File: config.mk
export PLATFORM = sky130hd
export DESIGN_NAME = img_frame_sequencer
export DESIGN_NICKNAME = d
export VERILOG_FILES = /design/src/rtl/img_frame_sequencer.sv
export SDC_FILE = /design/constraint.sdc
export NUM_CORES = 1
export LEC_CHECK = 0
export CAP_MARGIN = 20
export CORE_ASPECT_RATIO = 0.7
export CORE_MARGIN = 2
export CORE_UTILIZATION = 41
export DETAILED_ROUTE_END_ITERATION = 6
export GPL_ROUTABILITY_DRIVEN = 0
export PLACE_DENSITY_LB_ADDON = 0.25
export SETUP_SLACK_MARGIN = 0.15
export SLEW_MARGIN = 30
export SYNTH_ARGS = -nofsm -noshare
export SYNTH_HDL_FRONTEND = slang
export SYNTH_SLANG_ARGS = --single-unit
File: constraint.sdc
create_clock -name sysClk -period 4.45 [get_ports sysClk]
set_input_delay 0.89 -clock sysClk [delete_from_list [all_inputs] [get_ports sysClk]]
set_output_delay 0.89 -clock sysClk [all_outputs]
set_load 0.05 [all_outputs]
File: src/rtl/img_frame_sequencer.sv
// -----------------------------------------------------------------------------
// img_frame_sequencer
//   Sequences one image capture onto the 12-bit dozen bus that feeds the JPEG
//   block.
//   - On capture_req in IDLE, it latches the 48-bit metadata
//     {compression, RGB, cam_id, timestamp, trigger_index}.
//   - It then forwards exactly PIXELS_PER_IMAGE pixel dozens.
//   - It then emits the metadata as 4 header dozens, MSB slice first.
//   - Both sides use valid/ready. The output side is a single register stage.
//
// Ports
//   sysClk, reset        : clock, synchronous active-high reset
//   capture_req          : start-of-image strobe (acted on in IDLE only)
//   compression, RGB,
//   cam_id, timestamp,
//   trigger_index        : metadata fields latched on an accepted capture_req
//   pix_data/pix_valid   : camera pixel stream
//   pix_ready            : pixel accepted this cycle (combinational)
//   dozen_out/_valid     : output register towards the JPEG block
//   dozen_out_ready      : JPEG block accepts dozen_out
//   busy                 : high outside IDLE
//   frame_done           : pulse on the handshake of the last header dozen
//   req_dropped          : pulse when capture_req is seen outside IDLE
// -----------------------------------------------------------------------------
module img_frame_sequencer #(
  parameter int unsigned PIXELS_PER_IMAGE = 307200,
  parameter int unsigned CNT_W            = 20
) (
  input  logic        sysClk,
  input  logic        reset,
  input  logic        capture_req,
  input  logic [1:0]  compression,
  input  logic        RGB,
  input  logic        cam_id,
  input  logic [27:0] timestamp,
  input  logic [15:0] trigger_index,
  input  logic [11:0] pix_data,
  input  logic        pix_valid,
  output logic        pix_ready,
  output logic [11:0] dozen_out,
  output logic        dozen_out_valid,
  input  logic        dozen_out_ready,
  output logic        busy,
  output logic        frame_done,
  output logic        req_dropped
);

  typedef enum logic [1:0] {
    ST_IDLE   = 2'd0,
    ST_PIXELS = 2'd1,
    ST_HEADER = 2'd2,
    ST_DRAIN  = 2'd3
  } state_t;

  localparam logic [CNT_W-1:0] PIX_TOTAL = CNT_W'(PIXELS_PER_IMAGE);
  localparam logic [CNT_W-1:0] CNT_ONE   = CNT_W'(1);

  // Header dozen idx 0..3 maps to metadata bits [47:36] down to [11:0].
  function automatic logic [11:0] hdr_slice(input logic [47:0] meta,
                                            input logic [1:0]  idx);
    logic [11:0] s;
    case (idx)
      2'd0:    s = meta[47:36];
      2'd1:    s = meta[35:24];
      2'd2:    s = meta[23:12];
      2'd3:    s = meta[11:0];
      default: s = 12'd0;
    endcase
    return s;
  endfunction

  state_t           state_q, state_d;
  logic [CNT_W-1:0] cnt_q, cnt_d;
  logic [1:0]       hdr_idx_q, hdr_idx_d;
  logic [47:0]      meta_q, meta_d;
  logic [11:0]      dout_q, dout_d;
  logic             dvalid_q, dvalid_d;

  logic             out_free_s;
  logic             pix_ready_s;
  logic             frame_done_s;

  // The output stage can take a new dozen when empty or draining this cycle.
  assign out_free_s = !dvalid_q || dozen_out_ready;

  // Next-state, datapath loads and combinational strobes.
  always_comb begin
    state_d      = state_q;
    cnt_d        = cnt_q;
    hdr_idx_d    = hdr_idx_q;
    meta_d       = meta_q;
    dout_d       = dout_q;
    // A free register with nothing loaded goes empty; a stalled one holds.
    dvalid_d     = out_free_s ? 1'b0 : dvalid_q;
    pix_ready_s  = 1'b0;
    frame_done_s = 1'b0;

    case (state_q)
      ST_IDLE: begin
        if (capture_req) begin
          meta_d    = {compression, RGB, cam_id, timestamp, trigger_index};
          cnt_d     = '0;
          hdr_idx_d = 2'd0;
          state_d   = ST_PIXELS;
        end else begin
          state_d   = ST_IDLE;
        end
      end

      ST_PIXELS: begin
        pix_ready_s = out_free_s;
        if (pix_valid && out_free_s) begin
          dout_d   = pix_data;
          dvalid_d = 1'b1;
          cnt_d    = cnt_q + CNT_ONE;
          // The transfer that brings the count up to the image size ends the pixel phase.
          if ((cnt_q + CNT_ONE) == PIX_TOTAL) begin
            state_d = ST_HEADER;
          end else begin
            state_d = ST_PIXELS;
          end
        end else begin
          state_d = ST_PIXELS;
        end
      end

      ST_HEADER: begin
        if (out_free_s) begin
          dout_d    = hdr_slice(meta_q, hdr_idx_q);
          dvalid_d  = 1'b1;
          hdr_idx_d = hdr_idx_q + 2'd1;
          if (hdr_idx_q == 2'd3) begin
            state_d = ST_DRAIN;
          end else begin
            state_d = ST_HEADER;
          end
        end else begin
          state_d = ST_HEADER;
        end
      end

      ST_DRAIN: begin
        // The register still holds header idx 3. Its handshake closes the frame.
        if (dvalid_q && dozen_out_ready) begin
          frame_done_s = 1'b1;
          state_d      = ST_IDLE;
        end else begin
          state_d      = ST_DRAIN;
        end
      end

      default: begin
        state_d = ST_IDLE;
      end
    endcase
  end

  // State, counters, metadata and output register.
  always_ff @(posedge sysClk) begin
    if (reset) begin
      state_q   <= ST_IDLE;
      cnt_q     <= '0;
      hdr_idx_q <= 2'd0;
      meta_q    <= 48'd0;
      dout_q    <= 12'd0;
      dvalid_q  <= 1'b0;
    end else begin
      state_q   <= state_d;
      cnt_q     <= cnt_d;
      hdr_idx_q <= hdr_idx_d;
      meta_q    <= meta_d;
      dout_q    <= dout_d;
      dvalid_q  <= dvalid_d;
    end
  end

  assign pix_ready       = pix_ready_s;
  assign dozen_out       = dout_q;
  assign dozen_out_valid = dvalid_q;
  assign busy            = (state_q != ST_IDLE);
  assign frame_done      = frame_done_s;
  assign req_dropped     = capture_req && (state_q != ST_IDLE);

endmodule

=== Yosys cells after proc, flatten, opt, wreduce, memory -nomap -nowiden ===
Index checks and enable logic that the tools add are counted.

* Reductions and logical operators: 15
* Equal/unequal tests: 10
* Add/subtract/negate cells: 2
* Multiplexer cells: 24

{| class="wikitable"
|+ Operators with widths
! kind !! count
|-
| $pmux 12 s4 || 1
|-
| $mux 20 || 2
|-
| $pmux 20 s2 || 1
|-
| $mux 12 || 2
|-
| $pmux 12 s2 || 1
|-
| $add 20x1->20 const B || 1
|-
| $eq 20x19->1 const B || 1
|-
| $mux 2 || 6
|-
| $reduce_and 3->1 || 3
|-
| $eq 2x2->1 const B || 4
|-
| $mux 1 || 8
|-
| $pmux 2 s4 || 1
|-
| $reduce_bool 2->1 || 4
|-
| $ne 2x2->1 const B || 3
|-
| $eq 2x1->1 const B || 2
|-
| $logic_not 2->1 || 2
|-
| $pmux 2 s2 || 1
|-
| $logic_and 1x1->1 || 3
|-
| $add 2x1->2 const B || 1
|-
| $pmux 1 s2 || 1
|-
| $reduce_and 2->1 || 1
|-
| $logic_not 1->1 || 1
|-
| $logic_or 1x1->1 || 1
|}

* Output and inout bits: 17
* Logic and storage cells: 57
* Bits of input ports: 65
* Register bits: 85

=== Depth between registers and ports, before layout ===
* Word-level depth: 5
* Mapped depth: 11
* Gate-level depth less buffers: 8

=== Least setup slack after synthesis ===
No wires, ideal clock.

* Kind: input-to-output
* Start: in capture_req
* End: out req_dropped
* Arrival time: 1.597 ns
* Stages on the path: 1
* Buffers on the path: 0
* Slack: 1.963 ns
* Cells stage by stage: nor2b_1

* Cells in the longest elaborated chain, start to end: 1

{| class="wikitable"
|+ Ends and longest elaborated chain
! item !! line !! source
|-
| from (decl) || 31 || <nowiki>input logic capture_req,</nowiki>
|-
| $logic_and 1x1->1 || 182 || <nowiki>assign req_dropped = capture_req && (state_q != ST_IDLE);</nowiki>
|-
| to (decl) || 45 || <nowiki>output logic req_dropped</nowiki>
|}

Every way passes these cells.

=== Final worst setup path ===
* Start: reg state_q[1]
* End: out pix_ready

* Cells in the longest elaborated chain, start to end: 2

{| class="wikitable"
|+ Ends and longest elaborated chain
! item !! line !! source
|-
| from (decl) || 72 || <nowiki>state_t state_q, state_d;</nowiki>
|-
| from (signal assigned) || 168 || <nowiki>state_q <= state_d;</nowiki>
|-
| $eq 2x1->1 || 98 || <nowiki>case (state_q)</nowiki>
|-
| $mux 1 || 98 ||
|-
| to (decl) || 39 || <nowiki>output logic pix_ready,</nowiki>
|}

Every way passes these cells.

==> metrics <==
area of the core=0.00983 mm²; post-layout power=1.91 mW; hold depth=2; Num Clock Sinks=85; sequential-to-total area share from yosys stat=40.3%; Leakage Power=1.87 nW; Netlist Area Pre-Place=0.00422 mm²; Final Max Slew Viols=0; worst skew pair latency=0.34 ns; Initial Utilization=42.9%; average size of a mapped cell=7.69 µm²; Initial DRC Count=455; outcome=completed; fraction of registers with async set or reset after synthesis=0%; fin crit share=82.5%; clock buffer depth=2; Main synth FF type=dfxtp_1; area overhead of the layout relative to synthesis=27.0%; maximum frequency from static timing analysis=272 MHz; worst vdd ir=193 µV; die boundary height=88.9 µm; number of antenna violations at the first check in global routing=0; Clk pin slew, worst setup/hold paths=0.06 ns; fraction of post-synthesis cell area in the top cell type by area=40.3%; Layout Skew=0.0105 ns; total gr overflow=0; post_cts resized=0; main area contributors after synthesis=dfxtp_1, nand2_1, a21oi_1; pwr/cell area=356 mW/mm²; Max H-tree Level=3; count of state elements after synthesis=85; share of synthesized cell area in and, or, nand and nor gates=25.5%; total die area=0.0111 mm²; Worst setup SP type=flip-flop; total length of routed wires=11.6 mm; die boundary width=125 µm; GRT Overall Usage=21.1%; synthesized-area fraction occupied by ao, oa, aoi and oai cells=21.3%; worst-path maximum fanout=22; Synth top cells by count=nand2_1, dfxtp_1, a21oi_1; clock root buffer master=clkbuf_16; count of flip-flops with a built-in enable after synthesis=0; RSZ-0062 raised after global routing=no; Final TNS setup=0 ns; clock period minus final worst setup slack=3.67 ns; adder and majority cell fraction of the synthesized area=2.96%; count of cell types in the netlist=56; count of buffers inserted at the top-level ports=81; XOR/XNOR Fraction of Synth Area=1.66%; DRT Pass-1 Iters=5; post-detail-place hpwl=8.10 mm; routed vias/inst=5.58; dominant cell by count in the synthesized netlist=nand2_1; Critical Setup Path Class=flip-flop to output pin; CTS Hold Buffers Added=0; required time of the critical path=3.56 ns; warnings from Yosys=0; Slew headroom=40.7%; total via count in the routed design=4100; maximum number of pins on one net before global-route repair=50; average detailed-routed wire length per instance=15.7 µm; worst reg-to-reg path cell count=6; Final Hold Fails=0; max-capacitance violation count=0; main combinational cell family by area after synthesis=simple AND/OR/NAND/NOR gates; Inserted Clock Buffers=9; worst hold path class=flip-flop to flip-flop; endpoint kind of the worst setup timing path=output pin; nets@finish=677; fraction of synthesized area in multiplexers=3.08%; final antenna-violating net count=0; total nets after synthesis=624; count of mapped cells out of synthesis=549; count of inserted antenna diode cells=0; clock tree from TritonCTS=built; buffer count from post-CTS setup fixing=0; proportion of layout cells with a drive suffix above 1=4.94%; CP arrival=2.78 ns; setup-violating endpoint count in the final report=0; Worst Tran Pin Value=0.889 ns; count of unresolved DRC violations after routing=0; Top Ports=82; first-pass GRT wire length=18.5 mm; FP Rows=30; cell type with the highest aggregate area in the netlist=dfxtp_1; via count of the first global-routing pass=3633
## critical path, cell delays in order (launching register included)
cell             delay, ns
dfxtp_1               0.33
inv_1                 0.08
ha_1                  0.72
inv_1                 0.33
nor2_1                0.17
clkdlybuf4s50_1       0.81
## metrics by stage
stage	util, %	area, µm²	worst slack, ns	instances	hold slack [ns]
after floorplan	-	4220	1.96	549	0.436
after global placement	51.1	5030	1.14	719	0.444
after detailed placement	51.1	5030	1.10	719	0.447
after CTS	54.5	5360	0.803	735	0.455
after global routing	54.5	5360	0.611	735	0.467
final	54.5	5360	0.777	735	0.456
## per-layer routing
metal	GRT usage, %	vias to the layer above	wire length [µm]
li1	-	2034	-
met1	31.7	1895	5940
met2	29.9	162	4700
met3	4.90	9	809
met4	6.06	0	108
met5	0	-	0
## registers in the layout, summed over array words and instances, names as in the netlist
| name | cells |
|---|---|
| cnt_q | 20 |
| dozen_out | 12 |
| dozen_out_valid | 1 |
| hdr_idx_q | 2 |
| meta_q | 48 |
| state_q | 2 |
## power by group
group	internal, mW	switching [mW]
clock network	0.523	0.291
registers	0.799	0.0206
logic	0.114	0.159
total	1.44	0.471
## final timing paths
check                                 to                   start  slack, ns
hold reg to reg   meta_q[5]$_SDFFE_PP0P_  meta_q[5]$_SDFFE_PP0P_       0.46
setup / recovery               pix_ready   state_q[1]$_SDFF_PP0_       0.78
setup reg to reg  cnt_q[15]$_SDFFE_PP0P_   state_q[1]$_SDFF_PP0_       1.47
hold / removal    meta_q[5]$_SDFFE_PP0P_  meta_q[5]$_SDFFE_PP0P_       0.46
## layout make-up
class | count | area, µm²
Tap cell | 128 | 160
Sequential cell | 85 | 1700
Clock inverter | 3 | 67.6
Timing Repair Buffer | 86 | 843
Inverter | 7 | 26.3
Multi-Input combinational cell | 413 | 2300
Clock buffer | 13 | 260
Fill cell | 929 | 4470
## cell families after synthesis
group	after synthesis
AND/OR/NAND/NOR	236
adder cells (fa/ha/maj)	10
buffers and inverters	51
multiplexers	13
flip-flops	85
XOR/XNOR	8
AO/OA/AOI/OAI	146
## cell usage in the layout, fill, tap and decap left out, types with 3 or more instances in the layout
cell and n:
dfxtp_1 85, or3_1 4, nor3_1 10, clkdlybuf4s50_1 80, a21oi_1 71, clkbuf_16 9
buf_4 5, nand4_1 6, a311oi_1 5, nor2_1 38, and3_1 4, nor4_1 3
mux2i_1 13, a31oi_1 3, o21ai_0 26, nand3_1 14, a211oi_1 14, xnor2_1 6
ha_1 9, inv_1 7, nand2_1 133, a222oi_1 12, nor2b_1 3
Power figures use the tool's default switching activity.
